$ cat config.mk
export PLATFORM = sky130hd
export DESIGN_NAME = laser_pair_sched
export DESIGN_NICKNAME = d
export VERILOG_FILES = /design/src/rtl/laser_pkg.sv /design/src/rtl/laser_cand_gen.sv /design/src/rtl/laser_pair_sched.sv
export SDC_FILE = /design/constraint.sdc
export NUM_CORES = 1
export LEC_CHECK = 0
export ABC_AREA = 0
export ABC_CLOCK_PERIOD_IN_PS = 12400
export CAP_MARGIN = 5
export CORE_MARGIN = 4
export CORE_UTILIZATION = 30
export CTS_CLUSTER_DIAMETER = 200
export DETAILED_ROUTE_END_ITERATION = 6
export DONT_BUFFER_PORTS = 1
export SLEW_MARGIN = 40
export SYNTH_ARGS = -nofsm -noshare
export SYNTH_HDL_FRONTEND = slang
export SYNTH_SLANG_ARGS = --single-unit
$ cat constraint.sdc
create_clock -name CLK -period 12.4 [get_ports CLK]
set_input_delay 1.86 -clock CLK [delete_from_list [all_inputs] [get_ports CLK]]
set_output_delay 1.86 -clock CLK [all_outputs]
set_load 0.01 [all_outputs]
$ cat src/rtl/laser_pkg.sv
// Shared types and helpers for the laser two-circle coverage scheduler.
//   N_PTS     : points per frame (sweep length per candidate)
//   coord_t   : 4-bit grid coordinate
//   cnt_t     : 6-bit point count (maximum 40)
//   mask_t    : one bit per frame point
//   state_t   : scheduler FSM states
//   pos_t     : candidate/center position payload
//   circle_t  : selected center plus its full coverage mask
//   popcount  : number of set bits in a point mask
package laser_pkg;

  localparam int unsigned N_PTS   = 40;
  localparam int unsigned COORD_W = 4;
  localparam int unsigned CNT_W   = 6;

  typedef logic [COORD_W-1:0] coord_t;
  typedef logic [CNT_W-1:0]   cnt_t;
  typedef logic [N_PTS-1:0]   mask_t;

  typedef enum logic [1:0] {
    IDLE   = 2'd0,
    SCAN   = 2'd1,
    CHECK  = 2'd2,
    FINISH = 2'd3
  } state_t;

  typedef struct packed {
    coord_t x;
    coord_t y;
  } pos_t;

  typedef struct packed {
    pos_t  pos;
    mask_t mask;
  } circle_t;

  function automatic cnt_t popcount(input mask_t m);
    cnt_t c;
    c = '0;
    for (int i = 0; i < int'(N_PTS); i++) begin
      c = c + cnt_t'(m[i]);
    end
    return c;
  endfunction

endpackage

$ cat src/rtl/laser_cand_gen.sv
// Candidate center raster counter: x inner 0..15, y outer 0..15.
//   CLK, RST : clock, asynchronous active-high reset
//   start    : restart the raster at (0,0)
//   step     : advance to the next candidate (wraps to (0,0) after (15,15))
//   x, y     : current candidate (registered)
//   last_c   : current candidate is (15,15)
module laser_cand_gen
  import laser_pkg::*;
(
  input  logic   CLK,
  input  logic   RST,
  input  logic   start,
  input  logic   step,
  output coord_t x,
  output coord_t y,
  output logic   last_c
);

  // Raster position; y advances when x rolls over.
  always_ff @(posedge CLK or posedge RST) begin
    if (RST) begin
      x <= '0;
      y <= '0;
    end else if (start) begin
      x <= '0;
      y <= '0;
    end else if (step) begin
      x <= x + coord_t'(1);
      if (x == '1) begin
        y <= y + coord_t'(1);
      end
    end
  end

  assign last_c = (x == '1) && (y == '1);

endmodule

$ cat src/rtl/laser_pair_sched.sv
// Two-circle coverage search controller. Walks every 16x16 candidate center,
// sweeping the 40 point indices through the external hit engine one per cycle,
// alternating passes that optimise C1 and C2 until a pass gives no gain or the
// pass limit is reached.
//   CLK, RST          : clock, asynchronous active-high reset
//   START             : one-cycle request, accepted only in IDLE
//   BUSY              : search in progress
//   DONE              : one-cycle pulse, C1X/C1Y/C2X/C2Y valid
//   PT_IDX            : point index presented to the hit engine
//   CAND_X, CAND_Y    : candidate center presented to the hit engine
//   HIT               : combinational engine result for (CAND, PT_IDX)
//   C1X, C1Y, C2X, C2Y: selected centers
// Parameter MAX_PASS : hard limit on search passes (>= 2).
// Macro LASER_SCHED_EARLY_EXIT_EN : abort a candidate sweep once it can no
//   longer beat the best total; results are unchanged, cycle count shrinks.
module laser_pair_sched
  import laser_pkg::*;
#(
  parameter int unsigned MAX_PASS = 6
)
(
  input  logic               CLK,
  input  logic               RST,
  input  logic               START,
  output logic               BUSY,
  output logic               DONE,
  output logic [CNT_W-1:0]   PT_IDX,
  output logic [COORD_W-1:0] CAND_X,
  output logic [COORD_W-1:0] CAND_Y,
  input  logic               HIT,
  output logic [COORD_W-1:0] C1X,
  output logic [COORD_W-1:0] C1Y,
  output logic [COORD_W-1:0] C2X,
  output logic [COORD_W-1:0] C2Y
);

  localparam int unsigned PASS_W  = $clog2(MAX_PASS) + 1;
  localparam cnt_t        LAST_PT = cnt_t'(N_PTS - 1);

  state_t              state_q, state_d;
  logic [PASS_W-1:0]   pass_q, pass_d;
  cnt_t                pt_q, pt_d;
  cnt_t                k_q, k_d;
  mask_t               m_q, m_d;
  mask_t               f_q, f_d;
  cnt_t                fcnt_q, fcnt_d;
  cnt_t                best_q, best_d;
  mask_t               best_mask_q, best_mask_d;
  circle_t             c1_q, c1_d;
  circle_t             c2_q, c2_d;
  logic                improved_q, improved_d;
  logic                busy_q, busy_d;
  logic                done_q, done_d;
  pos_t                res1_q, res1_d;
  pos_t                res2_q, res2_d;

  logic                cand_start_c;
  logic                cand_step_c;
  logic                cand_last_c;
  coord_t              cand_x;
  coord_t              cand_y;
  pos_t                cand_pos_c;

  mask_t               pt_bit_c;
  logic                qual_c;
  cnt_t                k_new_c;
  mask_t               m_new_c;
  cnt_t                u_c;
  logic                cand_end_c;
  logic                abort_c;
  logic [PASS_W-1:0]   pass_nx_c;
  circle_t             fixed_c;

  laser_cand_gen u_cand (
    .CLK    (CLK),
    .RST    (RST),
    .start  (cand_start_c),
    .step   (cand_step_c),
    .x      (cand_x),
    .y      (cand_y),
    .last_c (cand_last_c)
  );

  assign cand_pos_c = '{x: cand_x, y: cand_y};

  // Per-cycle accumulation: M keeps every hit (the circle's own coverage),
  // K counts only hits outside the fixed circle, so F|M and popcount(F)+K agree.
  assign pt_bit_c   = mask_t'(1) << pt_q;
  assign qual_c     = HIT & ~f_q[pt_q];
  assign k_new_c    = k_q + cnt_t'(qual_c);
  assign m_new_c    = HIT ? (m_q | pt_bit_c) : m_q;
  assign u_c        = fcnt_q + k_new_c;
  assign cand_end_c = (pt_q == LAST_PT);

`ifdef LASER_SCHED_EARLY_EXIT_EN
  // Upper bound on this candidate's total; one extra bit since F and the
  // remaining points may overlap.
  logic [CNT_W:0] bound_c;
  assign bound_c = {1'b0, u_c} + {1'b0, LAST_PT - pt_q};
  assign abort_c = (bound_c <= {1'b0, best_q});
`else
  assign abort_c = 1'b0;
`endif

  // Next pass searches C2 when odd, so the fixed circle is C1 then.
  assign pass_nx_c = pass_q + PASS_W'(1);
  assign fixed_c   = pass_nx_c[0] ? c1_q : c2_q;

  // State and datapath registers.
  always_ff @(posedge CLK or posedge RST) begin
    if (RST) begin
      state_q     <= IDLE;
      pass_q      <= '0;
      pt_q        <= '0;
      k_q         <= '0;
      m_q         <= '0;
      f_q         <= '0;
      fcnt_q      <= '0;
      best_q      <= '0;
      best_mask_q <= '0;
      c1_q        <= '0;
      c2_q        <= '0;
      improved_q  <= 1'b0;
      busy_q      <= 1'b0;
      done_q      <= 1'b0;
      res1_q      <= '0;
      res2_q      <= '0;
    end else begin
      state_q     <= state_d;
      pass_q      <= pass_d;
      pt_q        <= pt_d;
      k_q         <= k_d;
      m_q         <= m_d;
      f_q         <= f_d;
      fcnt_q      <= fcnt_d;
      best_q      <= best_d;
      best_mask_q <= best_mask_d;
      c1_q        <= c1_d;
      c2_q        <= c2_d;
      improved_q  <= improved_d;
      busy_q      <= busy_d;
      done_q      <= done_d;
      res1_q      <= res1_d;
      res2_q      <= res2_d;
    end
  end

  // Next-state and register update logic.
  always_comb begin
    state_d      = state_q;
    pass_d       = pass_q;
    pt_d         = pt_q;
    k_d          = k_q;
    m_d          = m_q;
    f_d          = f_q;
    fcnt_d       = fcnt_q;
    best_d       = best_q;
    best_mask_d  = best_mask_q;
    c1_d         = c1_q;
    c2_d         = c2_q;
    improved_d   = improved_q;
    busy_d       = busy_q;
    done_d       = 1'b0;
    res1_d       = res1_q;
    res2_d       = res2_q;
    cand_start_c = 1'b0;
    cand_step_c  = 1'b0;

    case (state_q)
      IDLE: begin
        if (START) begin
          state_d      = SCAN;
          pass_d       = '0;
          pt_d         = '0;
          k_d          = '0;
          m_d          = '0;
          f_d          = '0;
          fcnt_d       = '0;
          best_d       = '0;
          best_mask_d  = '0;
          c1_d         = '0;
          c2_d         = '0;
          improved_d   = 1'b0;
          busy_d       = 1'b1;
          cand_start_c = 1'b1;
        end
      end

      SCAN: begin
        if (cand_end_c || abort_c) begin
          // Strict '>' keeps the earlier candidate on ties.
          if (cand_end_c && (u_c > best_q)) begin
            best_d      = u_c;
            best_mask_d = f_q | m_new_c;
            improved_d  = 1'b1;
            if (pass_q[0]) begin
              c2_d = '{pos: cand_pos_c, mask: m_new_c};
            end else begin
              c1_d = '{pos: cand_pos_c, mask: m_new_c};
            end
          end
          pt_d        = '0;
          k_d         = '0;
          m_d         = '0;
          cand_step_c = 1'b1;
          if (cand_last_c) begin
            state_d = CHECK;
          end
        end else begin
          pt_d = pt_q + cnt_t'(1);
          k_d  = k_new_c;
          m_d  = m_new_c;
        end
      end

      CHECK: begin
        if ((pass_q != '0) &&
            (!improved_q || (pass_nx_c == PASS_W'(MAX_PASS)))) begin
          state_d = FINISH;
        end else begin
          state_d    = SCAN;
          pass_d     = pass_nx_c;
          f_d        = fixed_c.mask;
          fcnt_d     = popcount(fixed_c.mask);
          improved_d = 1'b0;
          if (pass_q == '0) begin
            c2_d   = c1_q;
            best_d = popcount(c1_q.mask);
          end
        end
      end

      FINISH: begin
        state_d = IDLE;
        done_d  = 1'b1;
        busy_d  = 1'b0;
        res1_d  = c1_q.pos;
        res2_d  = c2_q.pos;
      end

      default: begin
        state_d = IDLE;
      end
    endcase
  end

  assign BUSY   = busy_q;
  assign DONE   = done_q;
  assign PT_IDX = pt_q;
  assign CAND_X = cand_x;
  assign CAND_Y = cand_y;
  assign C1X    = res1_q.x;
  assign C1Y    = res1_q.y;
  assign C2X    = res2_q.x;
  assign C2Y    = res2_q.y;

endmodule

==> summary.txt, run 1 <==
Drt
  – Final WL: 42.1 mm
  – DR iter-0 viols: around 950
  – Antenna-violating nets left: 0
  – Via-to-Cell Ratio: 5.50
  – First-pass DRT Iterations: 7
  – DRC: 5
  – Routed wire per std cell: about 21 um
  – Via count: between 10,000 and 15,000

STA
  – Min Tclk post-route: ~6.8 ns
  – Unrepaired setup endpoints after global routing: false
  – Max Freq: ~150 MHz
  – Slew HR: about 45%
  – Final Max Slew Viols: 0
  – Worst slew pin tran: roughly 0.83 ns
  – Hold Fails Final Rpt: 0
  – Final setup TNS: 0 ns
  – Clock Skew: roughly 0.024 ns
  – Fin crit share: ~55%
  – Final setup viols: 0

Power and ir drop
  – Max VDD drop: about 170 uV
  – Leakage: approximately 0.0069 uW
  – Cell area power density: just over 200 nW/um^2

Global routing
  – First-pass GRT wire length: 66.3 mm
  – Met3 Use GR: roughly 4.4%
  – Total GRT Usage: between 10% and 20%
  – M1 GR Usage: a little under a quarter
  – M2 GR Usage: about a quarter
  – Pin count of the biggest net entering global routing: ~100
  – Congestion Overflow GR: 0
  – Vias in the first global route: 10,900
  – Number of antenna violations at the first check in global routing: 0
  – Layer with the highest usage: met2

Floorplan
  – Initial core utilization: a little under a third
  – I/O pins: 36
  – Die H: between 200 and 250 um
  – Core area: 46,800 um^2
  – Die area: approximately 50,000 um^2
  – Die Wd: 226 um
  – Std-Cell Rows: 79

Synth
  – Top cells by instance count after synthesis: dfrtp_1 (233), nand2_1 (143), inv_1 (118)
  – Synthesized net count: ~1,500
  – Post-synthesis register bit count: between 200 and 250
  – Count leader, synth: dfrtp_1
  – Synth top area share: 41.0%
  – Post-synth EDFFs: 0
  – Synth Area per Inst: slightly above 10 um^2
  – Syn Inst Count: between 1,000 and 1,500
  – Post-synthesis sequential area ratio: ~41%
  – Syn Std Cell Area: approximately 14,000 um^2
  – Post-synthesis cell type count: 79
  – Synth area leaders: dfrtp_1 (41%), fa_1 (8.9%), ha_1 (4.6%), nand2_1 (3.8%), inv_1 (3.1%)
  – Area leader, netlist: dfrtp_1
  – Synth warnings: 0
  – Synth Flop Type: dfrtp_1
  – Async set-or-reset flop fraction in the synthesized netlist: 100%

Worst setup path
  – CP Capture Type: register
  – Worst Setup Start Kind: register
  – Crit-path cells: buf_4 -> mux2i_1 -> fa_1 -> inv_1 -> fa_1 -> fa_1 -> fa_1 -> fa_1 -> fa_1 -> inv_1 -> fa_1 -> inv_1 -> ha_1 -> fa_1 -> a21o_1 -> a21oi_1 -> xor2_1 -> o31ai_1
  – WP depth: 18
  – CP max FO: between 50 and 60
  – Critical path arrival: between 7 and 8 ns
  – Crit path largest cell delay: between 0.5 and 0.6 ns
  – Kind of cell adding the most delay to the critical path: adder cells
  – Worst R2R Path Depth: 18
  – Buffer and inverter count on the worst path: 4
  – Critical path class: register to register
  – CP Data Required Time: 12.80 ns
  – Slowest library cell on the worst path: dfrtp_2
  – Cell mode on critical path: fa_1

Finish
  – N_diodes: 0
  – Fin nets: 1,458
  – Growth of design area from synthesis to finish: 10.6%
  – Share of cells above drive strength 1: a little under an eighth
  – Post-route cell area: 15,700 um^2
  – Filler Cell Count: 4,685

Clocking
  – Clock slew at reported path FFs: 0.06 ns
  – TritonCTS Buffers: 28
  – # clock sinks: approximately 230
  – Root buffer selected by CTS: clkbuf_16
  – TritonCTS clock tree: yes
  – Worst-case clock buffer depth: 3
  – Clk_lat worst skew: around 0.56 ns
  – Post-CTS Setup Repair Bufs: 0
  – Post-CTS Hold Fix Bufs: 0
  – Post-CTS resize count: 0
  – CTS H-Tree Depth: 1

Hold path
  – Hold depth: 2
  – Worst Hold Class: register to register

Run status
  – Failing checks: design-rule violations
  – Status: finished, violations left

Placed design
  – HPWL Detailed: 28.4 mm
  – GPL Wtd Cong: between 0.8 and 0.9
  – Placement Cell Area: about 15,000 um^2
  – # port buffers: 0

Flow run
  – Max_cap viols: 0
-- placed cells by master (no fill, tap or decap), types with 12 or more instances in the layout --
cell type	netlist	routed
mux2_2	37	37
dfrtp_1	233	230
and3_1	17	17
nor3_1	19	19
ha_1	52	48
fa_1	63	63
nand2_1	143	142
nand3_1	17	17
a22o_1	37	37
a21oi_1	44	43
a31oi_1	26	26
nor2_1	77	77
a22oi_1	23	23
mux2i_1	21	21
a32o_1	23	23
nor3b_1	23	23
a222oi_1	18	18
buf_4	3	15
a221o_1	12	12
inv_1	118	117
o21ai_0	84	84
clkbuf_16	0	28
o31ai_1	22	22
a21o_1	16	15
-- worst min-delay path, delay by kind of cell (launching register included) --
kind | cells | cell delay [ns]
flip-flops | 1 | 0.34
AND/OR/NAND/NOR | 1 | 0.05
AO/OA/AOI/OAI | 1 | 0.05
-- area by class of cell --
cell class / count / area [um^2] / area share (%)
sequential: 233 / 5830 / 37.1
clock buffer: 39 / 792 / 5.03
tap: 607 / 759 / 4.83
timing repair buffer: 21 / 213 / 1.35
clock inverter: 11 / 98.8 / 0.628
multi-input combinational: 935 / 7580 / 48.2
inverter: 120 / 458 / 2.91
-- where the power goes --
part | internal (uW) | switching, uW
clock network | 465 | 333
registers | 825 | 97.6
logic | 404 | 1070
total | 1690 | 1510
-- per-layer routing --
metal / wire, um / vias up
met2: 18800 / 376
met3: 3340 / 69
met5: 0 / -
li1: - / 4880
met1: 18900 / 5496
met4: 1120 / 0
-- sequential cells by signal (all words and copies together) (netlist names) --
name and count:
BUSY 1, C1X 4, C1Y 4, C2X 4
C2Y 4, DONE 1, PT_IDX 6, best_q 6
c1_q 48, c2_q 48, f_q 40, fcnt_q 6
improved_q 1, k_q 6, m_q 40, pass_q 4
state_q 2, u_cand.x 4, u_cand.y 4
-- cells by family (layout without fill, tap and decap cells) --
family                   after synthesis  in the layout  synth area share [%]
multiplexers                          69             69                  6.15
flip-flops                           233            233                  41.0
adder cells (fa/ha/maj)              115            115                  13.4
buffers and inverters                228            191                  6.49
AO/OA/AOI/OAI                        370            370                  19.1
XOR/XNOR                              17             17                  1.05
AND/OR/NAND/NOR                      364            364                  12.7
-- worst paths after layout --
kind                       slack, ns                   from                     to
hold / removal                  0.48    f_q[20]$_DFFE_PP0P_    f_q[20]$_DFFE_PP0P_
hold reg to reg                 0.48    f_q[20]$_DFFE_PP0P_    f_q[20]$_DFFE_PP0P_
min in group asynchronous       1.16                    RST     m_q[2]$_DFFE_PP0P_
max in group asynchronous       9.70                    RST  PT_IDX[0]$_DFFE_PP0P_
setup reg to reg                5.64  pass_q[0]$_DFFE_PP0P_  fcnt_q[4]$_DFFE_PP0P_
setup / recovery                5.64  pass_q[0]$_DFFE_PP0P_  fcnt_q[4]$_DFFE_PP0P_
-- per-stage QoR --
step	hold slack (ns)	utilization (%)	instances	worst slack [ns]	total power [uW]
after detailed placement	0.471	31.6	1914	5.60	2390
after CTS	0.483	33.5	1964	5.60	3190
final	0.476	33.7	1966	5.64	3200
after global routing	0.502	33.7	1966	5.35	3380
after floorplan	0.443	-	1396	4.15	1910
after global placement	0.459	31.5	1914	5.62	2370
Note: power is estimated with default switching activity, not from simulation.
==> run 2: changes to the inputs <==
--- a/config.mk
+++ b/config.mk
@@ -6,7 +6,7 @@
 export NUM_CORES = 1
 export LEC_CHECK = 0
 export ABC_AREA = 0
-export ABC_CLOCK_PERIOD_IN_PS = 12400
+export ABC_CLOCK_PERIOD_IN_PS = 5550
 export CAP_MARGIN = 5
 export CORE_MARGIN = 4
 export CORE_UTILIZATION = 30
==> constraint.sdc (replaced) <==
create_clock -name CLK -period 5.55 [get_ports CLK]
set_input_delay 0.8325 -clock CLK [delete_from_list [all_inputs] [get_ports CLK]]
set_output_delay 0.8325 -clock CLK [all_outputs]
set_load 0.01 [all_outputs]
==> summary.txt, run 2 (synthesized netlist as in run 1, its figures left out) <==
Power and ir drop
  – Leakage: 0.00765 uW (was 0.00691 uW)
  – Cell area power density: 461 nW/um^2 (was 203 nW/um^2)
  – Tot Pwr: 7940 uW (was 3200 uW)
  – Max VDD drop: 358 uV (was 174 uV)

STA
  – Final Max Slew Viols: 0 (unchanged)
  – Clock Skew: 0.0255 ns (was 0.0241 ns)
  – Max Freq: 172 MHz (was 148 MHz)
  – Hold Fails Final Rpt: 0 (unchanged)
  – Fin crit share: 105% (was 54.5%)
  – Setup ws final: -0.276 ns (was 5.64 ns)
  – Min Tclk post-route: 5.83 ns (was 6.76 ns)
  – Final setup viols: 4 (was 0)
  – Slew HR: 44.9% (was 44.6%)
  – Worst slew pin tran: 0.822 ns (was 0.825 ns)
  – Unrepaired setup endpoints after global routing: true (was false)

Finish
  – Most common cell after layout, fill and taps aside: dfrtp_1 (unchanged)
  – Largest registers: c1_q: 48 flops, c2_q: 48 flops (unchanged)
  – Growth of design area from synthesis to finish: 21.2% (was 10.6%)
  – N_diodes: 0 (unchanged)
  – Share of cells above drive strength 1: 21.4% (was 11.3%)
  – Filler Cell Count: 4,594 (was 4,685)
  – Post-route cell area: 17,200 um^2 (was 15,700 um^2)
  – Fin nets: 1,579 (was 1,458)
  – Commonest non-fill, non-tap cells in the layout: dfrtp_1 (231), nand2_1 (142), buf_4 (117) (was dfrtp_1 (230), nand2_1 (142), inv_1 (117))
  – Non-Filler Instances: 2,087 (was 1,966)

Drt
  – First-pass DRT Iterations: 6 (was 7)
  – Via-to-Cell Ratio: 5.38 (was 5.50)
  – Final WL: 43.7 mm (was 42.1 mm)
  – Via count: 11,200 (was 10,800)
  – Routed wire per std cell: 20.9 um (was 21.4 um)
  – Antenna-violating nets left: 0 (unchanged)
  – DR iter-0 viols: 1,120 (was 947)
  – DRC: 0 (was 5)

Floorplan
  – Die Wd: 226 um (unchanged)
  – Die area: 51,000 um^2 (unchanged)
  – Die H: 226 um (unchanged)
  – I/O pins: 36 (unchanged)
  – Std-Cell Rows: 79 (unchanged)
  – Initial core utilization: 30.4% (unchanged)
  – Core area: 46,800 um^2 (unchanged)

Clocking
  – Worst-case clock buffer depth: 3 (unchanged)
  – Root buffer selected by CTS: clkbuf_16 (unchanged)
  – Post-CTS Hold Fix Bufs: 0 (unchanged)
  – Clk_lat worst skew: 0.56 ns (about the same)
  – Clock slew at reported path FFs: 0.06 ns (about the same)
  – TritonCTS Buffers: 27 (was 28)
  – TritonCTS clock tree: yes (unchanged)
  – CTS H-Tree Depth: 1 (unchanged)
  – # clock sinks: 233 (unchanged)

Worst setup path
  – R2R Setup Slk: -0.28 ns (was 5.64 ns)
  – Worst Setup SP: pass_q[0]$_DFFE_PP0P_ (unchanged)
  – R2r endpoint: fcnt_q[4]$_DFFE_PP0P_ (unchanged)
  – Worst R2R Path Depth: 19 (was 18)
  – CP max FO: 22 (was 52)
  – R2R Path Start: pass_q[0]$_DFFE_PP0P_ (unchanged)
  – CP endpoint: fcnt_q[4]$_DFFE_PP0P_ (unchanged)
  – Worst Setup Start Kind: register (unchanged)
  – CP Data Required Time: 5.98 ns (was 12.80 ns)
  – CP Capture Type: register (unchanged)
  – Critical path arrival: 6.26 ns (was 7.16 ns)
  – Critical path class: register to register (unchanged)

Run status
  – Status: finished, violations left (unchanged)
  – Failing checks: negative setup slack (was design-rule violations)

Global routing
  – Congestion Overflow GR: 0 (unchanged)
  – Number of antenna violations at the first check in global routing: 0 (unchanged)
  – Pin count of the biggest net entering global routing: 139 (was 102)
  – First-pass GRT wire length: 68.5 mm (was 66.3 mm)
  – Vias in the first global route: 11,500 (was 10,900)
  – Total GRT Usage: 17.0% (was 16.5%)

Placed design
  – # placed instances: 2,019 (was 1,914)
  – HPWL Detailed: 30.8 mm (was 28.4 mm)
  – Placement Cell Area: 15,700 um^2 (was 14,800 um^2)
  – Pre-CTS WS: -0.304 ns (was 5.60 ns)
  – GPL Wtd Cong: 0.892 (was 0.888)
  – # port buffers: 0 (unchanged)

Flow run
  – Max_cap viols: 0 (unchanged)

Hold path
  – Worst Hold Class: input pin to async pin (was register to register)
[run 2: cell count changes in the layout (fill, tap and decap cells not counted), moves of 5 or more]
cell / previous run / this run
o21ai_0: 84 / 78
buf_12: 0 / 11
buf_4: 15 / 117
bufinv_16: 1 / 7
ha_4: 2 / 9
inv_1: 117 / 110
inv_2: 2 / 8
mux2i_1: 21 / 15
o21ai_1: 1 / 6
ha_1: 48 / 42
[run 2: layout make-up]
cell class | count | area (um^2) | area share (%)
multi-input cells | 936 | 7890 | 45.8
clock buffers | 36 | 739 | 4.29
flip-flops and latches | 233 | 5830 | 33.8
inverters | 120 | 454 | 2.63
well taps | 607 | 759 | 4.41
clock inverters | 13 | 244 | 1.42
repair buffers | 142 | 1320 | 7.65
[run 2: how the worst min path moves through the flow]
stage	from	end	slack [ns]	depth (start not counted)
3_5_place_dp	f_q[30]$_DFFE_PP0P_	f_q[30]$_DFFE_PP0P_	0.47	2
2_1_floorplan	f_q[18]$_DFFE_PP0P_	f_q[18]$_DFFE_PP0P_	0.44	2
3_3_place_gp	f_q[27]$_DFFE_PP0P_	f_q[27]$_DFFE_PP0P_	0.46	2
4_1_cts	RST	c2_q[10]$_DFFE_PP0P_	0.17	2
5_1_grt	RST	f_q[9]$_DFFE_PP0P_	0.20	2
6_report	RST	c2_q[10]$_DFFE_PP0P_	0.19	2
[run 2: per-stage QoR]
stage                     hold WS (ns)  util (%)  setup TNS [ns]
after floorplan                  0.443         -          -0.192
after global placement           0.457      33.5           -2.10
after detailed placement         0.466      33.6           -5.12
after CTS                        0.172      36.3          -0.574
after global routing             0.202      36.9           -1.97
final                            0.186      36.9          -0.470
[run 2: where the power goes]
| group | switching (uW) | total, uW | internal, uW |
|---|---|---|---|
| Combinational | 2590 | 3960 | 1380 |
| Clock | 726 | 1980 | 1260 |
| Sequential | 151 | 1990 | 1840 |
| Total | 3470 | 7940 | 4480 |
[run 2: critical path, stage by stage (launching register included)]
cell and delay, ns:
dfrtp_2 0.44, buf_12 0.17, mux2_4 0.32, fa_1 0.50, inv_1 0.06, fa_1 0.52
inv_2 0.04, fa_2 0.56, fa_1 0.43, fa_1 0.46, fa_1 0.50, inv_1 0.05
fa_1 0.47, inv_1 0.06, ha_4 0.16, fa_2 0.35, a21o_1 0.19, a21oi_2 0.13
xor2_1 0.08, o31ai_1 0.21
[run 2: layer usage]
metal	vias to the layer above	part of all wire (%)	routed length, um	track usage, %
li1	5124	-	-	-
met1	5618	43	18600	22.8
met2	403	46	20200	27.2
met3	93	7.0	3070	3.63
met4	0	4.1	1810	6.28
met5	-	0	0	0
[run 2: timing repair]
action                                  in CTS  in global routing
buffers inserted                             8                  5
pin swaps                                    8                 24
gates resized for setup                     25                 39
endpoints found under the setup margin      89                105
endpoints found under the hold margin        0                  0
gates cloned                                 4                  1
